File: config.mk
export PLATFORM = sky130hd
export DESIGN_NAME = noc_traffic_gen
export DESIGN_NICKNAME = d
export VERILOG_FILES = /design/src/rtl/router_pkg.sv /design/src/rtl/sfifo.sv /design/src/rtl/noc_traffic_gen.sv
export SDC_FILE = /design/constraint.sdc
export NUM_CORES = 1
export LEC_CHECK = 0
export CORE_MARGIN = 4
export CORE_UTILIZATION = 45
export DETAILED_ROUTE_END_ITERATION = 7
export SYNTH_ARGS = -nofsm -noshare
export SYNTH_HDL_FRONTEND = slang
export SYNTH_HIERARCHICAL = 1
export SYNTH_SLANG_ARGS = --single-unit
File: constraint.sdc
create_clock -name clk -period 3.9 [get_ports clk]
set_input_delay 0.39 -clock clk [delete_from_list [all_inputs] [get_ports clk]]
set_output_delay 0.39 -clock clk [all_outputs]
set_load 0.03 [all_outputs]
File: src/rtl/router_pkg.sv
// Shared NoC types: flit format, flit kinds and the traffic generator FSM states.
package router_pkg;

  localparam int NUM_OF_FLITS = 4;  // flit type encodings, including the empty slot

  typedef enum logic [$clog2(NUM_OF_FLITS)-1:0] {
    NO_FLIT   = 2'd0,
    HEAD_FLIT = 2'd1,
    BODY_FLIT = 2'd2,
    TAIL_FLIT = 2'd3
  } FLIT_TYPE_t;

  typedef struct packed {
    logic        valid;
    FLIT_TYPE_t  ftype;
    logic [7:0]  xaddr;
    logic [7:0]  yaddr;
    logic [15:0] data;
    logic [15:0] reserved;
  } FLIT_t;

  localparam int FLIT_SIZE = $bits(FLIT_t);

  typedef enum logic [2:0] {
    IDLE = 3'd0,
    HEAD = 3'd1,
    BODY = 3'd2,
    TAIL = 3'd3,
    REQ  = 3'd4,
    SEND = 3'd5,
    GAP  = 3'd6,
    DONE = 3'd7
  } TX_STATE_t;

  typedef enum logic {
    OUT    = 1'b0,
    IN_PKT = 1'b1
  } RX_STATE_t;

endpackage

File: src/rtl/sfifo.sv
// Synchronous FIFO with registered read; the read port outputs zero on cycles without a read.
module sfifo #(
  parameter int WIDTH = 8,
  parameter int AW    = 4
) (
  input  logic             clk,
  input  logic             rst_n,
  input  logic             wr_en,
  input  logic [WIDTH-1:0] wr_data,
  input  logic             rd_en,
  output logic [WIDTH-1:0] rd_data,
  output logic             empty
);

  localparam int DEPTH = 1 << AW;

  logic [WIDTH-1:0] mem [DEPTH];
  logic [AW:0]      wr_ptr_reg;
  logic [AW:0]      rd_ptr_reg;

  assign empty = (wr_ptr_reg == rd_ptr_reg);

  always_ff @(posedge clk) begin
    if (wr_en) begin
      mem[wr_ptr_reg[AW-1:0]] <= wr_data;
    end
  end

  always_ff @(posedge clk) begin
    if (!rst_n) begin
      wr_ptr_reg <= '0;
      rd_ptr_reg <= '0;
      rd_data    <= '0;
    end else begin
      if (wr_en) begin
        wr_ptr_reg <= wr_ptr_reg + (AW+1)'(1);
      end
      if (rd_en && !empty) begin
        rd_data    <= mem[rd_ptr_reg[AW-1:0]];
        rd_ptr_reg <= rd_ptr_reg + (AW+1)'(1);
      end else begin
        rd_data    <= '0;
      end
    end
  end

endmodule

File: src/rtl/noc_traffic_gen.sv
// NoC traffic generator: builds packets into an output FIFO, releases them on router grant,
// and checks framing of incoming flits.
module noc_traffic_gen
  import router_pkg::*;
#(
  parameter int MAX_BODY = 8,
  parameter int FIFO_AW  = 4,
  parameter int BL_W     = $clog2(MAX_BODY+1)
) (
  input  logic            clk,
  input  logic            reset,
  input  logic            i_start,
  input  logic [7:0]      i_dst_x,
  input  logic [7:0]      i_dst_y,
  input  logic [BL_W-1:0] i_body_len,
  input  logic [15:0]     i_num_pkts,
  input  logic [7:0]      i_gap,
  output FLIT_t           o_flit,
  output logic            o_transmit,
  input  logic            i_send,
  output logic            o_done,
  output logic [15:0]     o_tx_count,
  input  FLIT_t           i_flit,
  input  logic            i_rec_req,
  output logic            o_rec_ack,
  output logic [15:0]     o_rx_count,
  output logic            o_rx_err
);

  if ((2**FIFO_AW) < (MAX_BODY+2)) begin : g_depth_check
    $error("noc_traffic_gen: output FIFO cannot hold a maximum-length packet");
  end

  TX_STATE_t       state_reg, state_next;
  RX_STATE_t       rx_state_reg, rx_state_next;
  logic [7:0]      dst_x_reg, dst_y_reg, gap_cnt_reg;
  logic [BL_W-1:0] body_len_reg, body_idx_reg, body_len_clamped;
  logic [15:0]     tx_count_reg, rx_count_reg, tx_count_inc;
  logic            rx_err_reg;
  logic            run_clear, tail_out, run_complete, build_start;
  logic            fifo_wr_en, fifo_rd_en, fifo_empty, flush;
  logic            rx_fire, rx_pkt_done, rx_bad;
  FLIT_t           wr_flit;
  logic [FLIT_SIZE-1:0] fifo_rd_data;
  logic            unused_rx_fields;

  assign body_len_clamped = (i_body_len == '0) ? BL_W'(1) :
                            (i_body_len > BL_W'(MAX_BODY)) ? BL_W'(MAX_BODY) : i_body_len;
  assign run_clear    = (state_reg == IDLE) && i_start;
  assign tail_out     = o_flit.valid && (o_flit.ftype == TAIL_FLIT);
  assign tx_count_inc = tx_count_reg + 16'd1;
  assign run_complete = (i_num_pkts != 16'd0) && (tx_count_inc == i_num_pkts);
  assign build_start  = (state_next == HEAD) && (state_reg != HEAD);

  always_ff @(posedge clk) begin
    if (reset) state_reg <= IDLE;
    else       state_reg <= state_next;
  end

  always_comb begin
    state_next = state_reg;
    unique case (state_reg)
      IDLE: if (i_start) state_next = HEAD;
      HEAD: state_next = i_start ? BODY : IDLE;
      BODY: begin
        if (!i_start) state_next = IDLE;
        else if (body_idx_reg == body_len_reg - BL_W'(1)) state_next = TAIL;
      end
      TAIL: state_next = i_start ? REQ : IDLE;
      REQ: begin
        if (!i_start)    state_next = IDLE;
        else if (i_send) state_next = SEND;
      end
      // The packet is finished once its tail has left the FIFO register.
      SEND: begin
        if (tail_out) begin
          if (!i_start)              state_next = IDLE;
          else if (run_complete)     state_next = DONE;
          else if (i_gap == 8'd0)    state_next = HEAD;
          else                       state_next = GAP;
        end
      end
      GAP: begin
        if (!i_start) state_next = IDLE;
        else if ((gap_cnt_reg + 8'd1) >= i_gap) state_next = HEAD;
      end
      DONE: if (!i_start) state_next = IDLE;
      default: state_next = IDLE;
    endcase
  end

  always_comb begin
    fifo_wr_en = 1'b0;
    fifo_rd_en = 1'b0;
    wr_flit    = '0;
    o_transmit = (state_reg == REQ);
    o_done     = (state_reg == DONE);
    flush      = !i_start && (state_reg inside {HEAD, BODY, TAIL, REQ, GAP});
    case (state_reg)
      HEAD: begin
        fifo_wr_en    = i_start;
        wr_flit.valid = 1'b1;
        wr_flit.ftype = HEAD_FLIT;
        wr_flit.xaddr = dst_x_reg;
        wr_flit.yaddr = dst_y_reg;
      end
      BODY: begin
        fifo_wr_en    = i_start;
        wr_flit.valid = 1'b1;
        wr_flit.ftype = BODY_FLIT;
        wr_flit.data  = {tx_count_reg[7:0], 8'(body_idx_reg)};
      end
      TAIL: begin
        fifo_wr_en       = i_start;
        wr_flit.valid    = 1'b1;
        wr_flit.ftype    = TAIL_FLIT;
        wr_flit.reserved = {8'd0, tx_count_reg[7:0]};
      end
      SEND: fifo_rd_en = !fifo_empty;
      default: ;
    endcase
  end

  always_ff @(posedge clk) begin
    if (reset) begin
      dst_x_reg    <= '0;
      dst_y_reg    <= '0;
      body_len_reg <= BL_W'(1);
      body_idx_reg <= '0;
      gap_cnt_reg  <= '0;
      tx_count_reg <= '0;
    end else begin
      if (build_start) begin
        dst_x_reg <= i_dst_x;
        dst_y_reg <= i_dst_y;
      end
      if (run_clear) body_len_reg <= body_len_clamped;
      body_idx_reg <= (state_reg == BODY) ? body_idx_reg + BL_W'(1) : '0;
      gap_cnt_reg  <= (state_reg == GAP) ? gap_cnt_reg + 8'd1 : '0;
      if (run_clear)     tx_count_reg <= '0;
      else if (tail_out) tx_count_reg <= tx_count_inc;
    end
  end

  sfifo #(
    .WIDTH (FLIT_SIZE),
    .AW    (FIFO_AW)
  ) u_fifo (
    .clk     (clk),
    .rst_n   (~(reset | flush)),
    .wr_en   (fifo_wr_en),
    .wr_data (wr_flit),
    .rd_en   (fifo_rd_en),
    .rd_data (fifo_rd_data),
    .empty   (fifo_empty)
  );

  assign o_flit     = FLIT_t'(fifo_rd_data);
  assign o_tx_count = tx_count_reg;

  // Receive checker: a HEAD seen mid-packet is an error but also opens a new packet.
  assign rx_fire = i_rec_req && i_flit.valid;

  always_comb begin
    rx_state_next = rx_state_reg;
    rx_pkt_done   = 1'b0;
    rx_bad        = 1'b0;
    if (rx_fire) begin
      unique case (rx_state_reg)
        OUT: begin
          if (i_flit.ftype == HEAD_FLIT) rx_state_next = IN_PKT;
          else                           rx_bad        = 1'b1;
        end
        IN_PKT: begin
          if (i_flit.ftype == TAIL_FLIT) begin
            rx_pkt_done   = 1'b1;
            rx_state_next = OUT;
          end else if (i_flit.ftype != BODY_FLIT) begin
            rx_bad = 1'b1;
          end
        end
        default: rx_state_next = OUT;
      endcase
    end
  end

  always_ff @(posedge clk) begin
    if (reset) begin
      rx_state_reg <= OUT;
      rx_count_reg <= '0;
      rx_err_reg   <= 1'b0;
    end else begin
      rx_state_reg <= rx_state_next;
      if (run_clear) begin
        rx_count_reg <= '0;
        rx_err_reg   <= 1'b0;
      end else begin
        if (rx_pkt_done) rx_count_reg <= rx_count_reg + 16'd1;
        if (rx_bad)      rx_err_reg   <= 1'b1;
      end
    end
  end

  assign o_rx_count = rx_count_reg;
  assign o_rx_err   = rx_err_reg;
  assign o_rec_ack  = 1'b1;
  assign unused_rx_fields = ^{i_flit.xaddr, i_flit.yaddr, i_flit.data, i_flit.reserved};

endmodule

# After elaboration in Yosys (flattened, before gate mapping)
# Memory sizes are Yosys's and may differ from the RTL's. A register that Yosys moved wholly into a read port is not among the register bits.
# Cells that the tools add are included.
[classes]
n_eq_ne = 16
muxes = 36
add_sub_neg = 7
order_cmp = 2
n_bitwise = 5
n_reduce_logical = 19
[ops]
columns = ["operator", "n"]
rows = [
  ["$mux W3", 13],
  ["$add A16 B1 Y16 const B", 2],
  ["$mux W16", 2],
  ["$pmux W3 S8", 1],
  ["$eq A16 B16 Y1", 1],
  ["$reduce_bool A16 Y1", 1],
  ["$mux W1", 13],
  ["$eq A3 B3 Y1 const B", 4],
  ["$add A5 B1 Y5 const B", 2],
  ["$pmux W3 S3", 1],
  ["$add A8 B1 Y8 const B", 1],
  ["$ge A8 B8 Y1", 1],
  ["$logic_not A8 Y1", 1],
  ["$mux W4", 2],
  ["$mux W8", 1],
  ["$reduce_or A2 Y1", 4],
  ["$logic_and A1 B1 Y1", 7],
  ["$eq A3 B1 Y1 const B", 2],
  ["$eq A3 B2 Y1 const B", 2],
  ["$eq A5 B5 Y1", 1],
  ["$reduce_bool A5 Y1", 1],
  ["$add A4 B1 Y4 const B", 1],
  ["$eq A2 B2 Y1 const B", 2],
  ["$eq A4 B4 Y1", 1],
  ["other kinds (13)", 18],
]
[word_totals]
mem_bits_rw = 688
reg_bits = 130
out_inout_bits = 87
n_memories = 1
elab_cells = 99
[memory_table]
columns = ["name", "words", "word_bits", "read_ports", "rd_clocked_by_memory_dff", "write_ports", "line_no", "source"]
rows = [
  ["u_fifo.mem", 16, 43, 1, 1, 1, "sfifo.sv:17", "logic [WIDTH-1:0] mem [DEPTH];"],
]

# Longest topological paths before layout
[depth]
word_depth = 9
depth_mapped = 14
depth_no_buf = 13

# Hierarchy
# Netlist, hierarchy kept.
[by_module_without_submodules]
columns = ["mod", "seq_area_each_um2", "instances", "area_each_um2", "cells_per_inst"]
rows = [
  ["sfifo", 25724.7, 1, 32312.2, 1390],
  ["noc_traffic_gen", 1381.3, 1, 4214.0, 516],
]

# Worst setup path after synthesis
# Ideal clock, no wire load.
[synth_path]
path_kind = "reg-to-reg"
startpoint = "register state_reg[0]"
endpoint = "memory u_fifo/mem[0][0] (netlist name) (enable)"
slack_ps = -145
setup_ps = 414
n_path_buf = 2
stages_incl_launch_ff = 9
synth_period_minus_slack_ps = 4045
t_arrival_ps = 3631
path_cell_list = "dfxtp_1 -> clkbuf_1 -> nor2b_1 -> nor2b_1 -> or2_2 -> and2_1 -> clkbuf_1 -> nor3b_1 -> and2_1"
[synth_between]
elab_chain_cells = 5
elab_cells_between_ends = 7
classes_between = "eq/ne (3); mux (3); reduce/logical (1)"
[synth_rtl]
columns = ["item", "line_no", "source"]
rows = [
  ["start: declaration", "noc_traffic_gen.sv:34", "TX_STATE_t state_reg, state_next;"],
  ["start signal: assignment", "noc_traffic_gen.sv:57", "else state_reg <= state_next;"],
  ["$eq A3 B1 Y1 or $eq A3 B2 Y1 (tied branches)", "noc_traffic_gen.sv:99", "case (state_reg)"],
  ["$reduce_or A3 Y1 (no line) *", "n/a", ""],
  ["$mux W1 *", "noc_traffic_gen.sv:99", ""],
  ["via fifo_wr_en", "noc_traffic_gen.sv:41", "logic fifo_wr_en, fifo_rd_en, fifo_empty, flush;"],
  ["$mux W1 *", "sfifo.sv:24", "if (wr_en) begin"],
  ["$mux W1 (implied by the code) *", "sfifo.sv:25", "mem[wr_ptr_reg[AW-1:0]] <= wr_data;"],
  ["end: declaration", "sfifo.sv:17", ""],
]
# The timed path passes the listed nets; every way through them passes the cells marked *.

# Worst setup path in the final report
[layout_path]
startpoint = "register tx_count_reg[1] (netlist: o_tx_count[1])"
endpoint = "register dst_x_reg[3]"
[layout_between]
elab_chain_cells = 9
[layout_rtl]
columns = ["item", "line_no", "source"]
rows = [
  ["start: declaration", "noc_traffic_gen.sv:38", "logic [15:0] tx_count_reg, rx_count_reg, tx_count_inc;"],
  ["start signal: assignment", "noc_traffic_gen.sv:141", "else if (tail_out) tx_count_reg <= tx_count_inc;"],
  ["$add A16 B1 Y16", "noc_traffic_gen.sv:51", "assign tx_count_inc = tx_count_reg + 16'd1;"],
  ["$eq A16 B16 Y1", "noc_traffic_gen.sv:52", "assign run_complete = (i_num_pkts != 16'd0) && (tx_count_inc == i_num_pkts);"],
  ["$logic_and A1 B1 Y1", "noc_traffic_gen.sv:52", ""],
  ["$mux W3", "noc_traffic_gen.sv:78", "else if (run_complete) state_next = DONE;"],
  ["$mux W3", "noc_traffic_gen.sv:77", "if (!i_start) state_next = IDLE;"],
  ["$mux W3", "noc_traffic_gen.sv:76", "if (tail_out) begin"],
  ["$pmux W3 S8", "noc_traffic_gen.sv:62", "unique case (state_reg)"],
  ["$eq A3 B1 Y1", "noc_traffic_gen.sv:53", "assign build_start = (state_next == HEAD) && (state_reg != HEAD);"],
  ["$logic_and A1 B1 Y1", "noc_traffic_gen.sv:53", ""],
  ["end signal: assignment", "noc_traffic_gen.sv:134", "dst_x_reg <= i_dst_x;"],
  ["end: declaration", "noc_traffic_gen.sv:36", "logic [7:0] dst_x_reg, dst_y_reg, gap_cnt_reg;"],
]
# Every way passes these cells.
# A chain may end at the register's enable or synchronous reset.

==> results.md <==
- Max reg flops: between 800 and 900
- Post-synth ARST share: 0
- Syn avg cell area: ~19 um^2
- Initial Util: 0.4535
- # setup viols final: 0
- DRC viols: 0
- Worst Path Arrival: approximately 3.8 ns
- Post-CTS Setup Repair Bufs: 0
- FP Rows: 104
- HP Class: input pin to register
- Mapped Area: 36,530 um^2
- Final hold slack: approximately 0.33 ns
- Commonest non-fill, non-tap cell in the layout: edfxtp_1
- ANT nets after route: 0
- DP Wirelength: 46,570 um
- Final layout net count: 2,406
- Worst-path clk slew: 0.06 ns
- Initial antenna violation count: 1
- IO Pins: 187
- Synth area leaders: edfxtp_1 67%, mux4_2 13%, dfxtp_1 7.1%
- Crit path cell chain: ha_1 -> nand3_1 -> or3_1 -> o31ai_1 -> o2111a_1 -> nand4_1 -> nor3b_1 -> nor4_4 -> buf_4 -> mux2i_1
- Num CTS Buffers: 96
- Cell variety after synth: 52
- Overall Power: 20.30 mW
- TritonCTS clock tree: yes
- Slowest-stage cell, CP: dfxtp_1
- Worst Path Required: 4.46 ns
- Max incr delay on CP: 0.49 ns
- Detailed-route wire length: 82,220 um
- Pin count of the biggest net entering global routing: 165
- Hold Violations, Final: 0
- # fillers: 6,271
- Pre-antenna DRT Iters: 5
- Tot GR Track Use: 0.1921
- Vias: ~19,000
- # hold bufs at CTS: 0
- Synthesized flop and latch total: roughly 950
- Synth Warn #: 6
- First-pass GRT wire length: 123,400 um
- RSZ-0062 raised after global routing: false
- Yosys top cell area share: 0.6708
- Max Slew Vio Count: 0
- Rel. slew slack: 0.2955
- Outcome: completed
- Core area: 80,550 um^2
- Tmin final: about 3.2 ns
- Tcrit/Tclk final: 0.8317
- Layout Cells excl Fill: 3,430
- RD Place Congestion: 0.8556
- Crit Path Max Fanout: 16
- Drt wl/cell: roughly 24 um
- Max Cap Violations: 0
- Area grow syn2layout: 18.42%
- Die ar.: 85,790 um^2
- Synth area leader: edfxtp_1
- Die Wd: 292.9 um
- Critical path startpoint category: register
- Placed insts: 3,250
- Vias per inst: 5.461
- Worst IR Drop VDD: 317.9 uV
- Number of global-route vias before repair: 19,498
- Fraction of layout cells with a size suffix above 1: 0.1849
- Root buf cell: clkbuf_16
- Port bufs: 137
- Max frequency: 308.3 MHz
- Commonest non-fill, non-tap cells in the layout: 816 x edfxtp_1, 204 x mux4_2, 193 x conb_1, 137 x clkdlybuf4s50_1, 128 x dfxtp_1
- Leak: 14.35 nW
- Remaining Overflow, GRT: 0
- H-tree Lvls: 3
- First DRT Iteration DRCs: 1,774
- Crit. End Element: register
- Number of synthesized flops with an enable pin: 816
- Primary FF master, synth: edfxtp_1
- Longest Clk Path Bufs: 3
- Worst Tran Pin Value: 1.057 ns
- Setup TNS: 0 ns
- WS Path Type: register to register
- Die Y: 292.9 um
- Synth Instances: 1,906
- Cells resized by post-CTS repair: 0
- Pwr dens: 469.3 nW/um^2
- Clock skew: 0.02158 ns
- Worst-Skew Late Latency: 0.64 ns
- # clock sinks: 946
- Sequential area share after synthesis: 0.7421
## report_power, final
| part | internal [mW] | switching, mW | leakage (nW) |
|---|---|---|---|
| combinational | 0.143 | 0.196 | 3.98 |
| clock | 5.28 | 3.72 | 1.52 |
| sequential | 10.9 | 0.0195 | 8.85 |
| total | 16.4 | 3.93 | 14.3 |
## synth_stat cells (14+ instances only)
library cell    n
edfxtp_1      816
mux4_2        204
dfxtp_1       130
a22oi_1       102
a21oi_1        68
nor2_1         66
clkbuf_1       50
and2_1         47
nand2b_1       43
xor2_1         38
nand2_1        36
xnor2_1        32
buf_2          25
mux2i_1        25
nand3_1        24
and3_1         20
inv_1          19
ha_1           18
buf_6          15
buf_4          14
nor2b_1        14
## cells by family after synthesis
| group | share of synthesized area |
|---|---|
| flops | 0.7421 |
| simple gates | 0.04570 |
| mux | 0.1326 |
| compound gates | 0.03785 |
| buf+inv | 0.01857 |
| xor+xnor | 0.01678 |
| fa+ha+maj | 0.006166 |
| other cells | 0.0002056 |
## path summary, 6_finish.rpt
check / startpoint / endpoint / slack, ns / cells past startpoint
hold / removal: i_dst_x[7] / dst_x_reg[7] / 0.33 / 3
hold reg to reg: dst_y_reg[3] / dst_y_reg[3] / 0.47 / 2
setup reg to reg: o_tx_count[1] / dst_x_reg[3] / 0.66 / 10
setup / recovery: o_tx_count[1] / dst_x_reg[3] / 0.66 / 10
## per-stage QoR
stage	setup slack (ns)	area, um^2	util
finish	0.6563	43260	0.5370
global route	0.3844	43250	0.5370
CTS	0.6470	43250	0.5370
detailed placement	0.5756	40140	0.4984
global placement	0.6666	40140	0.4984
floorplan	0.3987	37260	-
## routing by layer
layer / vias up / GRT usage / wire length [um]
li1: 8248 / - / -
met1: 9776 / 0.2719 / 34640
met4: 0 / 0.04062 / 1078
met3: 85 / 0.03016 / 5679
met2: 623 / 0.3200 / 40820
met5: - / 0 / 0
## worst max-delay path: cells and delay by family (launching register included)
| family | cells | cell delay, ns |
|---|---|---|
| simple gates | 5 | 1.34 |
| buf+inv | 1 | 0.33 |
| flops | 1 | 0.49 |
| fa+ha+maj | 1 | 0.30 |
| compound gates | 2 | 0.46 |
| mux | 1 | 0.23 |
## final cells by class
class	count	area, um^2	area share
antenna	1	2.502	0.00005785
clock buffer	120	2576	0.05956
clock inverter	59	531.8	0.01229
inverter	19	71.32	0.001649
multi-input combinational	1023	9524	0.2202
sequential	946	27110	0.6268
tap	1060	1326	0.03066
timing repair buffer	202	2110	0.04877
No activity file was read; power rests on OpenSTA's default activity.
